--- src/rtl/fifo_pkg.sv ---
// Shared definitions for the Sync_FIFO read-side controller: word width,
// FIFO read latency and the read-controller state encoding.
package fifo_pkg;

  localparam int FIFO_DATA_W     = 16;
  localparam int FIFO_RD_LATENCY = 1;

  typedef enum logic {
    RUN   = 1'b0,
    DRAIN = 1'b1
  } rd_state_t;

endpackage

--- src/rtl/fifo_skid_buf2.sv ---
// Two-entry ordered output buffer: entry 0 is always the head; a pop shifts
// entry 1 forward, and a simultaneous push/pop keeps the count and the order.
module fifo_skid_buf2 #(
  parameter int DATA_W = 16
) (
  input  logic              clk_i,
  input  logic              rst_n_i,
  input  logic              push,
  input  logic [DATA_W-1:0] push_data,
  input  logic              pop,
  input  logic              clear,
  output logic [1:0]        count,
  output logic [DATA_W-1:0] head_data
);

  logic [DATA_W-1:0] entry0;
  logic [DATA_W-1:0] entry1;
  logic [1:0]        cnt_q;

  always_ff @(posedge clk_i or negedge rst_n_i) begin
    if (!rst_n_i) begin
      entry0 <= '0;
      entry1 <= '0;
      cnt_q  <= 2'd0;
    end else if (clear) begin
      cnt_q <= 2'd0;
    end else begin
      case ({push, pop})
        2'b10: begin
          if (cnt_q == 2'd0) begin
            entry0 <= push_data;
            cnt_q  <= 2'd1;
          end else if (cnt_q == 2'd1) begin
            entry1 <= push_data;
            cnt_q  <= 2'd2;
          end
        end
        2'b01: begin
          entry0 <= entry1;
          cnt_q  <= cnt_q - 2'd1;
        end
        2'b11: begin
          // With one entry the incoming word becomes the new head; with two
          // it queues behind the shifted-forward second entry.
          if (cnt_q == 2'd2) begin
            entry0 <= entry1;
            entry1 <= push_data;
          end else begin
            entry0 <= push_data;
            cnt_q  <= 2'd1;
          end
        end
        default: ;
      endcase
    end
  end

  assign count     = cnt_q;
  assign head_data = entry0;

endmodule

--- src/rtl/fifo_read_ctrl.sv ---
// Read-side controller for Sync_FIFO: credit-based pops into a 2-entry skid
// buffer feeding a valid/ready stream. Optional checksum: FIFO_READ_CHECKSUM_EN.
//
//   state | meaning
//   ------+----------------------------------------------------------
//   RUN   | normal operation, reads issued while credits are free
//   DRAIN | one-cycle guard after a flush that caught a word in flight
module fifo_read_ctrl
  import fifo_pkg::*;
#(
  parameter int DATA_W = FIFO_DATA_W,
  parameter int CNT_W  = 16
) (
  input  logic              clk_i,
  input  logic              rst_n_i,
  input  logic              fifo_empty_i,
  input  logic [DATA_W-1:0] fifo_data_i,
  output logic              fifo_rd_en_o,
  output logic [DATA_W-1:0] m_data_o,
  output logic              m_valid_o,
  input  logic              m_ready_i,
  input  logic              flush_i,
  output logic              busy_o,
  output logic [CNT_W-1:0]  word_cnt_o
`ifdef FIFO_READ_CHECKSUM_EN
  ,
  output logic [DATA_W-1:0] csum_o
`endif
);

  localparam logic [1:0] CREDITS = 2'(1 + FIFO_RD_LATENCY);

  rd_state_t         state_q, state_d;
  logic              inflight_q;
  logic [1:0]        buf_cnt;
  logic [1:0]        credit_used;
  logic              accept;
  logic              room;
  logic              push;
  logic              clear;
  logic [CNT_W-1:0]  word_cnt_q;

  // A flush wins over a same-cycle handshake, so that transfer is not counted.
  assign accept      = m_valid_o & m_ready_i & ~flush_i;
  assign credit_used = buf_cnt + {1'b0, inflight_q};
  assign room        = (credit_used - {1'b0, accept}) < CREDITS;

  always_comb begin
    state_d      = state_q;
    fifo_rd_en_o = 1'b0;
    push         = 1'b0;
    clear        = 1'b0;
    case (state_q)
      RUN: begin
        if (flush_i) begin
          clear = 1'b1;
          if (inflight_q) state_d = DRAIN;
        end else begin
          fifo_rd_en_o = ~fifo_empty_i & room;
          push         = inflight_q;
        end
      end
      DRAIN: begin
        clear   = flush_i;
        state_d = RUN;
      end
      default: state_d = RUN;
    endcase
  end

  always_ff @(posedge clk_i or negedge rst_n_i) begin
    if (!rst_n_i) begin
      state_q    <= RUN;
      inflight_q <= 1'b0;
      word_cnt_q <= '0;
    end else begin
      state_q    <= state_d;
      inflight_q <= fifo_rd_en_o;
      if (accept) word_cnt_q <= word_cnt_q + 1'b1;
    end
  end

  fifo_skid_buf2 #(
    .DATA_W (DATA_W)
  ) u_buf (
    .clk_i     (clk_i),
    .rst_n_i   (rst_n_i),
    .push      (push),
    .push_data (fifo_data_i),
    .pop       (accept),
    .clear     (clear),
    .count     (buf_cnt),
    .head_data (m_data_o)
  );

  assign m_valid_o  = (buf_cnt != 2'd0);
  assign busy_o     = (state_q != RUN) | (buf_cnt != 2'd0) | inflight_q;
  assign word_cnt_o = word_cnt_q;

`ifdef FIFO_READ_CHECKSUM_EN
  logic [DATA_W-1:0] csum_q;

  always_ff @(posedge clk_i or negedge rst_n_i) begin
    if (!rst_n_i) begin
      csum_q <= '0;
    end else if (flush_i) begin
      csum_q <= '0;
    end else if (accept) begin
      csum_q <= csum_q ^ m_data_o;
    end
  end

  assign csum_o = csum_q;
`endif

endmodule

--- config.mk ---
export PLATFORM = sky130hd
export DESIGN_NAME = fifo_read_ctrl
export DESIGN_NICKNAME = d
export VERILOG_FILES = /design/src/rtl/fifo_pkg.sv /design/src/rtl/fifo_skid_buf2.sv /design/src/rtl/fifo_read_ctrl.sv
export SDC_FILE = /design/constraint.sdc
export NUM_CORES = 1
export LEC_CHECK = 0
export CORE_AREA = 2 2 84 86
export CTS_CLUSTER_DIAMETER = 100
export DETAILED_ROUTE_END_ITERATION = 6
export DIE_AREA = 0 0 86 88
export PLACE_DENSITY = 0.67
export SETUP_SLACK_MARGIN = 0.5
export SYNTH_ARGS = -nofsm -noshare
export SYNTH_HDL_FRONTEND = slang
export SYNTH_HIERARCHICAL = 1
export SYNTH_SLANG_ARGS = --single-unit
export TNS_END_PERCENT = 30
--- constraint.sdc ---
create_clock -name clk_i -period 7.1 [get_ports clk_i]
set_clock_uncertainty 0.2 [all_clocks]
set_input_delay 1.42 -clock clk_i [delete_from_list [all_inputs] [get_ports clk_i]]
set_output_delay 1.42 -clock clk_i [all_outputs]
set_load 0.03 [all_outputs]
==> impl_results.html, run 1 <==
<table>
<tr><th>Metric</th><th>Value</th></tr>
<tr><th colspan="2">Run status</th></tr>
<tr><td>Outcome</td><td>finished, final reports clean</td></tr>
<tr><th colspan="2">Worst setup path</th></tr>
<tr><td>R2r startpoint</td><td>state_q</td></tr>
<tr><td>Endpoint type of the worst setup path</td><td>primary output</td></tr>
<tr><td>Register-to-register path setup slack</td><td>3.88 ns</td></tr>
<tr><td>Crit path required time</td><td>5.48 ns</td></tr>
<tr><td>CP Class</td><td>in -&gt; out</td></tr>
<tr><td>Type of element launching the critical path</td><td>input port</td></tr>
<tr><td>Maximum net fanout on the critical path</td><td>8</td></tr>
<tr><td>Capture instance of the worst register-to-register path</td><td>u_buf/entry1[12]</td></tr>
<tr><td>Depth of the most critical reg-to-reg path</td><td>4</td></tr>
<tr><td>Start point of the critical path</td><td>flush_i</td></tr>
<tr><td>Crit path arrival time</td><td>3.90 ns</td></tr>
<tr><th colspan="2">STA</th></tr>
<tr><td>Setup repair after global routing missed its margin</td><td>false</td></tr>
<tr><td>Final Setup Violations</td><td>0</td></tr>
<tr><td>Tightest slew margin relative to the limit</td><td>25.9%</td></tr>
<tr><td>Final Max Tran Viols</td><td>0</td></tr>
<tr><td>Hold slack final</td><td>0.271 ns</td></tr>
<tr><td>Total negative slack for setup checks</td><td>0 ns</td></tr>
<tr><td>FMAX</td><td>0.181 GHz</td></tr>
<tr><td>Hold violation count in the final report</td><td>0</td></tr>
<tr><td>Post-route clock period utilization</td><td>77.8%</td></tr>
<tr><td>Post-layout min period</td><td>5.52 ns</td></tr>
<tr><td>Measured slew at the worst slew-check pin</td><td>1.11 ns</td></tr>
<tr><th colspan="2">Route</th></tr>
<tr><td>TritonRoute pass-1 iters</td><td>4</td></tr>
<tr><td>Routed vias/inst</td><td>5.56</td></tr>
<tr><td>Wire length after detailed routing</td><td>5840 um</td></tr>
<tr><td>Residual DRC count</td><td>0</td></tr>
<tr><td>Via count</td><td>1990</td></tr>
<tr><td>Detailed Route Iter0 Violations</td><td>121</td></tr>
<tr><td>Remaining number of nets flagged by the antenna check after routing</td><td>0</td></tr>
<tr><td>Wire length per cell</td><td>16.3 um</td></tr>
<tr><th colspan="2">Power</th></tr>
<tr><td>Static leakage power</td><td>0.00135 uW</td></tr>
<tr><td>Switching component of the power</td><td>363 uW</td></tr>
<tr><td>Net Sw Frac</td><td>37.5%</td></tr>
<tr><td>Sequential share of power</td><td>42.5%</td></tr>
<tr><td>Worst supply voltage drop on vdd</td><td>170 uV</td></tr>
<tr><td>Share of total power in the clock network</td><td>17.9%</td></tr>
<tr><td>Combinational group share of total power</td><td>39.6%</td></tr>
<tr><td>Final Total Pwr</td><td>967 uW</td></tr>
<tr><td>Cell internal pwr</td><td>605 uW</td></tr>
<tr><td>Power per unit of standard cell area</td><td>295 mW/mm2</td></tr>
<tr><th colspan="2">Global routing</th></tr>
<tr><td>First-pass GRT wire length</td><td>9720 um</td></tr>
<tr><td>Total congestion overflow after global routing</td><td>0</td></tr>
<tr><td>Initial antenna violation count</td><td>0</td></tr>
<tr><td>Via count of the first global-routing pass</td><td>1991</td></tr>
<tr><td>Maximum number of pins on one net before global-route repair</td><td>53</td></tr>
<tr><td>Global router's overall resource usage</td><td>16.0%</td></tr>
<tr><th colspan="2">Clock network</th></tr>
<tr><td>Buffers inserted by post-CTS timing repair</td><td>0</td></tr>
<tr><td>Hold buffer count at CTS</td><td>0</td></tr>
<tr><td>Number of buffers on the longest clock path</td><td>2</td></tr>
<tr><td>Clock tree root buffer cell</td><td>clkbuf_8</td></tr>
<tr><td>Clk sink count</td><td>52</td></tr>
<tr><td>Number of buffers added by the clock tree synthesis step</td><td>5</td></tr>
<tr><td>Number of resized instances in the post-cts repair step</td><td>0</td></tr>
<tr><td>Skew-Pair Late Insertion Delay</td><td>0.29 ns</td></tr>
<tr><td>Clock edge transition at the registers on the reported setup and hold paths</td><td>0.09 ns</td></tr>
<tr><td>TritonCTS clock tree</td><td>built</td></tr>
<tr><td>Number of H-tree levels</td><td>2</td></tr>
<tr><th colspan="2">Hold path</th></tr>
<tr><td>Cell depth of the worst hold path</td><td>1</td></tr>
<tr><td>Hold Path Class</td><td>reg -&gt; reg</td></tr>
<tr><td>Worst min-delay path endpoint</td><td>word_cnt_o[15]</td></tr>
<tr><td>Hold path startpoint</td><td>word_cnt_o[15]</td></tr>
<tr><th colspan="2">Cells and area</th></tr>
<tr><td>Fraction of final layout cells sized beyond drive strength 1</td><td>14.0%</td></tr>
<tr><td>Top library cells by usage in the layout, fill and taps aside</td><td>54 x clkdlybuf4s50_1, 52 x dfrtp_1, 18 x a31oi_1, 17 x a21oi_1, 16 x o21ai_0</td></tr>
<tr><td>Fill cell total of the finished layout</td><td>620</td></tr>
<tr><td>N_diodes</td><td>0</td></tr>
<tr><td>Count of non-filler cells in the finished layout</td><td>358</td></tr>
<tr><td>Total Nets Final</td><td>305</td></tr>
<tr><td>Most common cell after layout, fill and taps aside</td><td>clkdlybuf4s50_1</td></tr>
<tr><td>Area overhead of the layout relative to synthesis</td><td>25.8%</td></tr>
<tr><th colspan="2">Logic synthesis</th></tr>
<tr><td>Area of the mapped netlist</td><td>0.00261 mm2</td></tr>
<tr><td>Post-synthesis area per instance</td><td>11.5 um2</td></tr>
<tr><td>Sequential area share after synthesis</td><td>49.9%</td></tr>
<tr><td>Synthesized instance count</td><td>227</td></tr>
<tr><td>Area share of the leading cell type in the synthesized netlist</td><td>49.9%</td></tr>
<tr><td>Nets in the synthesized netlist</td><td>255</td></tr>
<tr><td>Cell type with the largest total area after synthesis</td><td>dfrtp_1</td></tr>
<tr><td>Number of flip-flops and latches in the synthesized netlist</td><td>52</td></tr>
<tr><td>Number of distinct standard cells referenced by the synthesized netlist</td><td>41</td></tr>
<tr><td>Synth warnings</td><td>6</td></tr>
<tr><td>Cells taking the most area after synthesis</td><td>dfrtp_1 50%, mux2_4 5.8%, xnor2_1 5.0%, a31oi_1 4.3%, ha_1 3.4%</td></tr>
<tr><th colspan="2">Run</th></tr>
<tr><td>Count of max-cap constraint violations</td><td>0</td></tr>
<tr><th colspan="2">Floorplanning</th></tr>
<tr><td>Area of the core region</td><td>0.00664 mm2</td></tr>
<tr><td>Cell Rows</td><td>30</td></tr>
<tr><td>Die W</td><td>86 um</td></tr>
<tr><td>Initial cell density of the core</td><td>39.3%</td></tr>
<tr><td>Area of the die</td><td>0.00757 mm2</td></tr>
<tr><td>Top-level I/O count</td><td>56</td></tr>
<tr><td>Die boundary height</td><td>88 um</td></tr>
<tr><th colspan="2">Placement</th></tr>
<tr><td>Count of buffers inserted at the top-level ports</td><td>55</td></tr>
<tr><td>Post-DP HPWL</td><td>3840 um</td></tr>
<tr><td>Number of cells in the design after placement</td><td>350</td></tr>
<tr><td>Placer Congestion</td><td>0.821</td></tr>
</table>
-- critical path: stages --
cell,delay [ns]
clkdlybuf4s50_1,0.58
nand2b_2,0.33
nor2_2,0.14
ha_1,0.25
nor2b_1,0.13
xnor2_1,0.08
nor4_1,0.24
clkdlybuf4s50_1,0.74
-- per-stage QoR --
stage	instance area [um2]	setup WS, ns	util, %
after detailed placement	3190	1.53	48.0
final	3280	1.58	49.4
after global routing	3280	1.28	49.4
after global placement	3190	1.63	48.0
after floorplan	2610	2.18	-
after CTS	3280	1.53	49.4
-- cell families (layout without fill, tap and decap cells) --
logic type,Yosys count,count (layout),share of synthesized area (%)
AOI/OAI and AO/OA,66,66,15.7
buffers and inverters,21,72,3.98
DFF,52,52,49.9
muxes,17,17,8.78
adders and majority gates,7,7,3.36
xor gates and xnor gates,17,17,5.71
and+or+nand+nor,47,47,12.6
-- cells in the mapped netlist (all sizes together) --
cell	instances
inv	7
ha	7
xor2	2
and3	2
or3b	1
o221a	2
nor3b	2
and3b	1
and2	2
clkbuf	11
mux2	17
or3	1
dfrtp	52
a211oi	2
nand2b	2
nor4	1
nand4	5
xnor2	15
o21ai	16
nand2	6
nand3b	7
nor2b	3
a21o	1
a31oi	18
nor2	5
o22ai	1
a21oi	17
and4	2
nor3	2
buf	3
o211ai	9
nand3	5
-- state kept, by name, summed over array words and instances (netlist names) --
register,flops
u_buf/entry1,16
u_buf/head_data,16
word_cnt_o,16
u_buf/count,2
inflight_q,1
state_q,1
-- final cells by class --
class / count / area [um2] / area share (%)
Sequential cell: 52 / 1300 / 39.6
Tap cell: 80 / 100 / 3.05
Timing Repair Buffer: 57 / 561 / 17.1
Inverter: 7 / 26.3 / 0.801
Clock buffer: 8 / 90.1 / 2.74
Multi-Input combinational cell: 154 / 1200 / 36.7
-- per-layer routing --
layer,GRT usage (%),vias to the layer above,wire (um)
met5,0,-,0
met1,22.1,1005,2790
met4,2.45,0,12
met2,26.8,57,2770
met3,3.11,2,265
li1,-,926,-
-- how the worst max path moves through the flow --
stage,end,cells after the start
5_1_grt,fifo_rd_en_o,8
4_1_cts,fifo_rd_en_o,8
6_report,fifo_rd_en_o,8
3_5_place_dp,fifo_rd_en_o,8
3_3_place_gp,fifo_rd_en_o,8
2_1_floorplan,fifo_rd_en_o,6
-- power by group through the flow --
stage | clock network, uW | logic (uW) | registers (uW)
floorplan | 0 | 114 | 517
global placement | 0 | 379 | 415
detailed placement | 0 | 386 | 416
CTS | 179 | 386 | 412
global route | 192 | 409 | 419
finish | 173 | 383 | 411
Power figures use the tool's default switching activity.
==> inputs of run 2 (changes only) <==
--- a/config.mk
+++ b/config.mk
@@ -9,7 +9,7 @@
 export CTS_CLUSTER_DIAMETER = 100
 export DETAILED_ROUTE_END_ITERATION = 6
 export DIE_AREA = 0 0 86 88
-export PLACE_DENSITY = 0.67
+export PLACE_DENSITY = 0.7
 export SETUP_SLACK_MARGIN = 0.5
 export SYNTH_ARGS = -nofsm -noshare
 export SYNTH_HDL_FRONTEND = slang
==> constraint.sdc (replaced) <==
create_clock -name clk_i -period 5.05 [get_ports clk_i]
set_clock_uncertainty 0.2 [all_clocks]
set_input_delay 1.01 -clock clk_i [delete_from_list [all_inputs] [get_ports clk_i]]
set_output_delay 1.01 -clock clk_i [all_outputs]
set_load 0.03 [all_outputs]
==> run 2 against run 1 <==
  * Critical path depth stayed put
  * Cell count is 0.84% higher
  * Routed wire length is 0.46% lower
  * Clock power is 65% higher
  * Worst hold slack worse by 0.00070 ns
  * Sequential power is 40% higher
  * Clock-buffer cell count is 3 lower
  * Largest cell class unchanged
  * Highest routed layer unchanged
==> impl_results.html, run 2 (synthesis gave the netlist of run 1 again) <==
<table>
<tr><th>Metric</th><th>Value</th></tr>
<tr><th colspan="2">Run status</th></tr>
<tr><td>Outcome</td><td>finished, final reports clean</td></tr>
<tr><th colspan="2">STA</th></tr>
<tr><td>Final Max Tran Viols</td><td>0 (unchanged)</td></tr>
<tr><td>Measured slew at the worst slew-check pin</td><td>0.765 ns (-0.344 ns)</td></tr>
<tr><td>Setup repair after global routing missed its margin</td><td>false</td></tr>
<tr><td>Total negative slack for setup checks</td><td>0 ns (unchanged)</td></tr>
<tr><td>Final Setup Violations</td><td>0 (unchanged)</td></tr>
<tr><td>Post-layout min period</td><td>4.21 ns</td></tr>
<tr><td>Tightest slew margin relative to the limit</td><td>48.9% (+23 points)</td></tr>
<tr><td>Hold violation count in the final report</td><td>0 (unchanged)</td></tr>
<tr><td>Post-route clock period utilization</td><td>83.3%</td></tr>
<tr><td>FMAX</td><td>0.238 GHz</td></tr>
<tr><th colspan="2">Route</th></tr>
<tr><td>Total met3 wirelength after detailed routing</td><td>292 um (+10%)</td></tr>
<tr><td>Remaining number of nets flagged by the antenna check after routing</td><td>0 (unchanged)</td></tr>
<tr><td>Highest metal used</td><td>met4</td></tr>
<tr><td>Wire length per cell</td><td>16.1 um (-1.3%)</td></tr>
<tr><td>Residual DRC count</td><td>0 (unchanged)</td></tr>
<tr><td>Wire length after detailed routing</td><td>5810 um (-0.46%)</td></tr>
<tr><td>TritonRoute pass-1 iters</td><td>4 (unchanged)</td></tr>
<tr><td>Total met2 wirelength after detailed routing</td><td>2730 um (-1.7%)</td></tr>
<tr><td>Met1 wire length</td><td>2730 um (-2.0%)</td></tr>
<tr><td>Detailed Route Iter0 Violations</td><td>97 (-20%)</td></tr>
<tr><td>Routed vias/inst</td><td>5.45 (-2.0%)</td></tr>
<tr><td>Via count</td><td>1966 (-1.2%)</td></tr>
<tr><th colspan="2">Cells and area</th></tr>
<tr><td>Top library cells by usage in the layout, fill and taps aside</td><td>53 x clkdlybuf4s50_1, 52 x dfrtp_1, 18 x a31oi_1, 17 x a21oi_1, 16 x o21ai_0</td></tr>
<tr><td>Total Nets Final</td><td>308 (+0.98%)</td></tr>
<tr><td>Most common cell after layout, fill and taps aside</td><td>clkdlybuf4s50_1</td></tr>
<tr><td>Fraction of final layout cells sized beyond drive strength 1</td><td>16.0% (+2.0 points)</td></tr>
<tr><td>N_diodes</td><td>0 (unchanged)</td></tr>
<tr><td>Fill cell total of the finished layout</td><td>600 (-3.2%)</td></tr>
<tr><td>Area overhead of the layout relative to synthesis</td><td>27.4%</td></tr>
<tr><td>Post-route cell area</td><td>0.00332 mm2 (+1.3%)</td></tr>
<tr><th colspan="2">Worst setup path</th></tr>
<tr><td>Start point of the critical path</td><td>flush_i</td></tr>
<tr><td>Delay contributed by the slowest stage of the critical path</td><td>0.67 ns (-0.07 ns)</td></tr>
<tr><td>Crit path arrival time</td><td>3.00 ns (-0.90 ns)</td></tr>
<tr><td>CP Class</td><td>in -&gt; out</td></tr>
<tr><td>CP bufs+invs</td><td>2 (unchanged)</td></tr>
<tr><td>R2r startpoint</td><td>u_buf/count[0]</td></tr>
<tr><td>Crit path required time</td><td>3.84 ns (-1.64 ns)</td></tr>
<tr><td>Critical path's top delay family</td><td>buffers and inverters</td></tr>
<tr><td>Type of element launching the critical path</td><td>input port</td></tr>
<tr><td>Cell-by-cell trace of the critical path</td><td>clkdlybuf4s50_1 &gt; nand2b_2 &gt; nor2_2 &gt; ha_1 &gt; nor2b_1 &gt; xnor2_1 &gt; nor4_1 &gt; buf_4</td></tr>
<tr><td>Endpoint type of the worst setup path</td><td>primary output</td></tr>
<tr><td>Cell type of the slowest stage on the worst timing path</td><td>clkdlybuf4s50_1</td></tr>
<tr><td>Maximum net fanout on the critical path</td><td>8 (unchanged)</td></tr>
<tr><th colspan="2">Power</th></tr>
<tr><td>Share of total power in the clock network</td><td>20.4% (+2.5 points)</td></tr>
<tr><td>Final Total Pwr</td><td>1400 uW (+45%)</td></tr>
<tr><td>Switching component of the power</td><td>515 uW (+42%)</td></tr>
<tr><td>Static leakage power</td><td>0.00138 uW (+2.0%)</td></tr>
<tr><td>Power per unit of standard cell area</td><td>422 mW/mm2 (+43%)</td></tr>
<tr><td>Cell internal pwr</td><td>886 uW (+47%)</td></tr>
<tr><td>Net Sw Frac</td><td>36.8% (-0.74 points)</td></tr>
<tr><td>Sequential share of power</td><td>41.0% (-1.5 points)</td></tr>
<tr><td>Combinational group share of total power</td><td>38.5% (-1.1 points)</td></tr>
<tr><td>Worst supply voltage drop on vdd</td><td>233 uV (+37%)</td></tr>
<tr><th colspan="2">Clock network</th></tr>
<tr><td>Skew-Pair Late Insertion Delay</td><td>0.30 ns (about the same)</td></tr>
<tr><td>TritonCTS clock tree</td><td>built</td></tr>
<tr><td>Clock edge transition at the registers on the reported setup and hold paths</td><td>0.10 ns (about the same)</td></tr>
<tr><td>Buffers inserted by post-CTS timing repair</td><td>0 (unchanged)</td></tr>
<tr><td>Clk sink count</td><td>52 (unchanged)</td></tr>
<tr><td>Number of buffers added by the clock tree synthesis step</td><td>5 (unchanged)</td></tr>
<tr><td>Clock tree root buffer cell</td><td>clkbuf_8</td></tr>
<tr><td>Hold buffer count at CTS</td><td>0 (unchanged)</td></tr>
<tr><td>Number of resized instances in the post-cts repair step</td><td>0 (unchanged)</td></tr>
<tr><td>Number of buffers on the longest clock path</td><td>2 (unchanged)</td></tr>
<tr><td>Number of H-tree levels</td><td>2 (unchanged)</td></tr>
<tr><th colspan="2">Placement</th></tr>
<tr><td>Post-DP HPWL</td><td>3770 um (-1.8%)</td></tr>
<tr><td>Placed inst area</td><td>0.00321 mm2 (+0.63%)</td></tr>
<tr><td>Placer Congestion</td><td>0.790 (-3.8%)</td></tr>
<tr><td>Count of buffers inserted at the top-level ports</td><td>55 (unchanged)</td></tr>
<tr><th colspan="2">Global routing</th></tr>
<tr><td>First-pass GRT wire length</td><td>9800 um (+0.85%)</td></tr>
<tr><td>Maximum number of pins on one net before global-route repair</td><td>53 (unchanged)</td></tr>
<tr><td>Total congestion overflow after global routing</td><td>0 (unchanged)</td></tr>
<tr><td>Global router's overall resource usage</td><td>16.5% (+0.52 points)</td></tr>
<tr><td>Via count of the first global-routing pass</td><td>1984 (-0.35%)</td></tr>
<tr><td>Initial antenna violation count</td><td>0 (unchanged)</td></tr>
<tr><th colspan="2">Floorplanning</th></tr>
<tr><td>Cell Rows</td><td>30 (unchanged)</td></tr>
<tr><td>Die W</td><td>86 um (unchanged)</td></tr>
<tr><td>Area of the die</td><td>0.00757 mm2 (unchanged)</td></tr>
<tr><td>Top-level I/O count</td><td>56 (unchanged)</td></tr>
<tr><td>Area of the core region</td><td>0.00664 mm2 (unchanged)</td></tr>
<tr><td>Initial cell density of the core</td><td>39.3% (unchanged)</td></tr>
<tr><td>Die boundary height</td><td>88 um (unchanged)</td></tr>
<tr><th colspan="2">Hold path</th></tr>
<tr><td>Hold Path Class</td><td>reg -&gt; reg</td></tr>
<tr><td>Hold path startpoint</td><td>word_cnt_o[15]</td></tr>
<tr><th colspan="2">Run</th></tr>
<tr><td>Count of max-cap constraint violations</td><td>0 (unchanged)</td></tr>
</table>
run 2: cell types whose count changed in the layout (fill, tap and decap cells not counted), sizes merged:
| cell | change |
|---|---|
| bufinv | +1 |
| clkinvlp | +1 |
| clkdlybuf4s50 | -1 |
| clkbuf | -3 |
| buf | +4 |
| clkinv | +1 |
run 2: worst paths after layout:
path	cells past startpoint	end	slack, ns
max	8	fifo_rd_en_o	0.84
min	1	word_cnt_o[15]	0.27
max reg2reg	7	u_buf/entry1[13]	2.36
min reg2reg	1	word_cnt_o[15]	0.27
max in group asynchronous	2	u_buf/head_data[2]	3.60
min in group asynchronous	2	word_cnt_o[5]	0.61
run 2: area by class of cell:
class / count / area [um2] / area share (%)
clock buffer: 5 / 68.8 / 2.07
clock inverter: 3 / 42.5 / 1.28
inverter: 7 / 26.3 / 0.791
multi-input combinational: 154 / 1200 / 36.2
sequential: 52 / 1300 / 39.2
tap: 80 / 100 / 3.01
timing repair buffer: 60 / 581 / 17.5
run 2: power by group through the flow:
stage	Clock (uW)	Combinational (uW)	Sequential, uW
global placement	0	537	583
global route	313	578	589
detailed placement	0	542	583
CTS	298	545	576
floorplan	0	161	726
finish	286	540	575
run 2: metal layers:
layer	global-route usage, %	vias up
met5	0	-
met4	4.76	0
met3	4.24	6
met2	26.2	54
met1	22.5	972
li1	-	934
run 2: metrics by stage:
| step | hold slack, ns | cells | setup WS, ns | utilization (%) |
|---|---|---|---|---|
| 6_report | 0.270 | 361 | 0.844 | 50.0 |
| 5_1_grt | 0.303 | 361 | 0.715 | 50.0 |
| 4_1_cts | 0.279 | 361 | 0.802 | 50.0 |
| 3_5_place_dp | 0.264 | 353 | 0.800 | 48.3 |
| 3_3_place_gp | 0.260 | 353 | 0.917 | 48.3 |
| 2_1_floorplan | 0.281 | 227 | 0.955 | - |
==> inputs of run 3 (changes only) <==
--- a/config.mk
+++ b/config.mk
@@ -9,7 +9,7 @@
 export CTS_CLUSTER_DIAMETER = 100
 export DETAILED_ROUTE_END_ITERATION = 6
 export DIE_AREA = 0 0 86 88
-export PLACE_DENSITY = 0.7
+export PLACE_DENSITY = 0.67
 export SETUP_SLACK_MARGIN = 0.5
 export SYNTH_ARGS = -nofsm -noshare
 export SYNTH_HDL_FRONTEND = slang
==> constraint.sdc (replaced) <==
create_clock -name clk_i -period 3.9 [get_ports clk_i]
set_clock_uncertainty 0.2 [all_clocks]
set_input_delay 0.78 -clock clk_i [delete_from_list [all_inputs] [get_ports clk_i]]
set_output_delay 0.78 -clock clk_i [all_outputs]
set_load 0.03 [all_outputs]
==> run 3 against run 2 <==
  * Sequential share of layout area fell by 0.62 points
  * Die area did not move
  * Via count increased by 1.7%
  * Global-route usage increased by 0.16 points
  * Critical path type unchanged
  * Clock-buffer cell count grew 2
  * Design area rose by 1.6%
  * Combinational power increased by 31%
  * Highest routed layer unchanged
==> impl_results.html, run 3 (synthesis gave the netlist of run 1 again) <==
<table>
<tr><th>Metric</th><th>Value</th></tr>
<tr><th colspan="2">Run status</th></tr>
<tr><td>Outcome</td><td>finished, final reports clean</td></tr>
<tr><th colspan="2">Worst setup path</th></tr>
<tr><td>Maximum net fanout on the critical path</td><td>3 (-5)</td></tr>
<tr><td>R2r startpoint</td><td>u_buf/count[1]</td></tr>
<tr><td>Register-to-register path setup slack</td><td>1.23 ns (-1.13 ns)</td></tr>
<tr><td>Cell type of the slowest stage on the worst timing path</td><td>nor4_2</td></tr>
<tr><td>Crit path required time</td><td>2.92 ns (-0.92 ns)</td></tr>
<tr><td>Depth of the most critical reg-to-reg path</td><td>7 (unchanged)</td></tr>
<tr><td>Capture instance of the worst register-to-register path</td><td>u_buf/entry1[9]</td></tr>
<tr><td>Crit path arrival time</td><td>2.10 ns (-0.90 ns)</td></tr>
<tr><td>CP bufs+invs</td><td>2 (unchanged)</td></tr>
<tr><td>Logic depth of the worst path, buffers included</td><td>8 (unchanged)</td></tr>
<tr><td>Delay contributed by the slowest stage of the critical path</td><td>0.25 ns (-0.42 ns)</td></tr>
<tr><td>Endpoint type of the worst setup path</td><td>primary output</td></tr>
<tr><td>Critical path's top delay family</td><td>simple AND/OR/NAND/NOR gates</td></tr>
<tr><td>CP Class</td><td>in -&gt; out</td></tr>
<tr><td>Type of element launching the critical path</td><td>input port</td></tr>
<tr><td>Cell-by-cell trace of the critical path</td><td>dlymetal6s2s_1 &gt; nand2b_4 &gt; nor2_2 &gt; ha_1 &gt; nor2b_1 &gt; xnor2_1 &gt; nor4_2 &gt; buf_4</td></tr>
<tr><th colspan="2">Placement</th></tr>
<tr><td>Dpl ws</td><td>0.432 ns (-0.368 ns)</td></tr>
<tr><td>Placer Congestion</td><td>0.773 (-2.1%)</td></tr>
<tr><td>Post-DP HPWL</td><td>4040 um (+7.1%)</td></tr>
<tr><td>Count of buffers inserted at the top-level ports</td><td>55 (unchanged)</td></tr>
<tr><th colspan="2">Global routing</th></tr>
<tr><td>Global-route met3 utilization</td><td>3.39% (-0.85 points)</td></tr>
<tr><td>Met1 routing resource usage after global routing</td><td>22.6% (+0.16 points)</td></tr>
<tr><td>Most used routing layer in global routing</td><td>met2</td></tr>
<tr><td>Maximum number of pins on one net before global-route repair</td><td>31 (-42%)</td></tr>
<tr><td>First-pass GRT wire length</td><td>9960 um (+1.6%)</td></tr>
<tr><td>Initial antenna violation count</td><td>0 (unchanged)</td></tr>
<tr><td>Global routing met2 resource utilization</td><td>27.6% (+1.4 points)</td></tr>
<tr><td>Via count of the first global-routing pass</td><td>2044 (+3.0%)</td></tr>
<tr><td>Global router's overall resource usage</td><td>16.7% (+0.16 points)</td></tr>
<tr><td>Total congestion overflow after global routing</td><td>0 (unchanged)</td></tr>
<tr><th colspan="2">Clock network</th></tr>
<tr><td>Clk sink count</td><td>52 (unchanged)</td></tr>
<tr><td>Number of buffers on the longest clock path</td><td>2 (unchanged)</td></tr>
<tr><td>Clock edge transition at the registers on the reported setup and hold paths</td><td>0.09 ns (about the same)</td></tr>
<tr><td>Skew-Pair Late Insertion Delay</td><td>0.30 ns (about the same)</td></tr>
<tr><td>Number of H-tree levels</td><td>2 (unchanged)</td></tr>
<tr><td>TritonCTS clock tree</td><td>built</td></tr>
<tr><td>Hold buffer count at CTS</td><td>0 (unchanged)</td></tr>
<tr><td>Number of buffers added by the clock tree synthesis step</td><td>5 (unchanged)</td></tr>
<tr><td>Clock tree root buffer cell</td><td>clkbuf_8</td></tr>
<tr><th colspan="2">Route</th></tr>
<tr><td>Wire length after detailed routing</td><td>5970 um (+2.8%)</td></tr>
<tr><td>Routed vias/inst</td><td>5.49 (+0.89%)</td></tr>
<tr><td>Residual DRC count</td><td>0 (unchanged)</td></tr>
<tr><td>Via count</td><td>2000 (+1.7%)</td></tr>
<tr><td>TritonRoute pass-1 iters</td><td>4 (unchanged)</td></tr>
<tr><td>Remaining number of nets flagged by the antenna check after routing</td><td>0 (unchanged)</td></tr>
<tr><td>Detailed Route Iter0 Violations</td><td>80 (-18%)</td></tr>
<tr><td>Wire length per cell</td><td>16.4 um (+1.9%)</td></tr>
<tr><th colspan="2">Run</th></tr>
<tr><td>Count of max-cap constraint violations</td><td>0 (unchanged)</td></tr>
<tr><th colspan="2">Floorplanning</th></tr>
<tr><td>Die boundary height</td><td>88 um (unchanged)</td></tr>
<tr><td>Cell Rows</td><td>30 (unchanged)</td></tr>
<tr><td>Area of the core region</td><td>0.00664 mm2 (unchanged)</td></tr>
<tr><td>Top-level I/O count</td><td>56 (unchanged)</td></tr>
<tr><td>Area of the die</td><td>0.00757 mm2 (unchanged)</td></tr>
<tr><td>Initial cell density of the core</td><td>39.3% (unchanged)</td></tr>
<tr><td>Die W</td><td>86 um (unchanged)</td></tr>
<tr><th colspan="2">STA</th></tr>
<tr><td>FMAX</td><td>0.324 GHz</td></tr>
<tr><td>Final Setup Violations</td><td>0 (unchanged)</td></tr>
<tr><td>Total negative slack for setup checks</td><td>0 ns (unchanged)</td></tr>
<tr><td>Measured slew at the worst slew-check pin</td><td>0.771 ns (+0.00583 ns)</td></tr>
<tr><td>Post-route clock period utilization</td><td>79.1%</td></tr>
<tr><td>Final Max Tran Viols</td><td>0 (unchanged)</td></tr>
<tr><td>Least setup slack across all paths after layout</td><td>0.817 ns (-0.0275 ns)</td></tr>
<tr><td>Hold violation count in the final report</td><td>0 (unchanged)</td></tr>
<tr><td>Tightest slew margin relative to the limit</td><td>48.5% (-0.39 points)</td></tr>
<tr><td>Post-layout min period</td><td>3.08 ns</td></tr>
<tr><td>Setup repair after global routing missed its margin</td><td>false</td></tr>
<tr><td>Hold slack final</td><td>0.286 ns (+0.0152 ns)</td></tr>
<tr><th colspan="2">Cells and area</th></tr>
<tr><td>Fraction of final layout cells sized beyond drive strength 1</td><td>17.3% (+1.2 points)</td></tr>
<tr><td>N_diodes</td><td>0 (unchanged)</td></tr>
<tr><td>Final Core Density</td><td>50.8% (+0.81 points)</td></tr>
<tr><td>Total Nets Final</td><td>311 (+0.97%)</td></tr>
<tr><td>Most common cell after layout, fill and taps aside</td><td>dfrtp_1</td></tr>
<tr><td>Area overhead of the layout relative to synthesis</td><td>29.4%</td></tr>
<tr><td>Top library cells by usage in the layout, fill and taps aside</td><td>52 x dfrtp_1, 51 x clkdlybuf4s50_1, 18 x a31oi_1, 17 x a21oi_1, 16 x o21ai_0</td></tr>
<tr><th colspan="2">Power</th></tr>
<tr><td>Worst supply voltage drop on vdd</td><td>386 uV (+66%)</td></tr>
<tr><td>Final Total Pwr</td><td>1850 uW (+32%)</td></tr>
<tr><td>Power per unit of standard cell area</td><td>549 mW/mm2 (+30%)</td></tr>
<tr><td>Static leakage power</td><td>0.00143 uW (+3.6%)</td></tr>
<tr><th colspan="2">Hold path</th></tr>
<tr><td>Hold Path Class</td><td>in -&gt; async</td></tr>
</table>
run 3: changes by cell type in the layout (fill, tap and decap cells not counted), sizes merged:
cell           change
buf                +3
clkinv             -1
clkinvlp           -1
clkbuf             +2
dlymetal6s2s       +2
clkdlybuf4s50      -2
run 3: layout make-up:
class,count,area (um2)
inverter,7,26.3
clock buffer,7,96.3
fill,597,3270
multi-input combinational,154,1210
clock inverter,1,30.0
tap,80,100
sequential,52,1300
timing repair buffer,63,608
run 3: routing by layer:
| layer | routed length [um] | up-vias |
|---|---|---|
| li1 | - | 944 |
| met1 | 2800 | 977 |
| met2 | 2840 | 68 |
| met3 | 271 | 11 |
| met4 | 64 | 0 |
| met5 | 0 | - |
run 3: where the power goes:
group / internal, uW / switching (uW) / leakage (uW)
sequential: 656 / 88.6 / 0.000668
combinational: 305 / 403 / 0.000693
clock: 227 / 174 / 0.0000645
run 3: stage by stage:
stage,std cells,area (um2)
5_1_grt,364,3380
3_3_place_gp,355,3230
3_5_place_dp,355,3230
2_1_floorplan,227,2620
4_1_cts,363,3360
6_report,364,3380
run 3: how the worst max path moves through the flow:
stage	startpoint	to	slack (ns)
detailed placement	flush_i	u_buf/entry1[11]	0.43
global route	flush_i	fifo_rd_en_o	0.70
floorplan	flush_i	fifo_rd_en_o	0.63
global placement	flush_i	u_buf/entry1[9]	0.48
finish	flush_i	fifo_rd_en_o	0.82
CTS	flush_i	fifo_rd_en_o	0.50
run 3: worst reg2reg max path: stages, from the launching register on:
cell      delay [ns]
dfrtp_1         0.49
nor2_4          0.22
nor2_2          0.07
buf_4           0.23
or3b_4          0.44
a211oi_4        0.22
buf_4           0.31
mux2_2          0.38
run 3: repair_timing:
item	4_1_cts	5_1_grt
gates cloned	0	0
setup endpoints to repair	1	1
resized for setup	1	2
buffers inserted	0	1
pin swaps	0	1
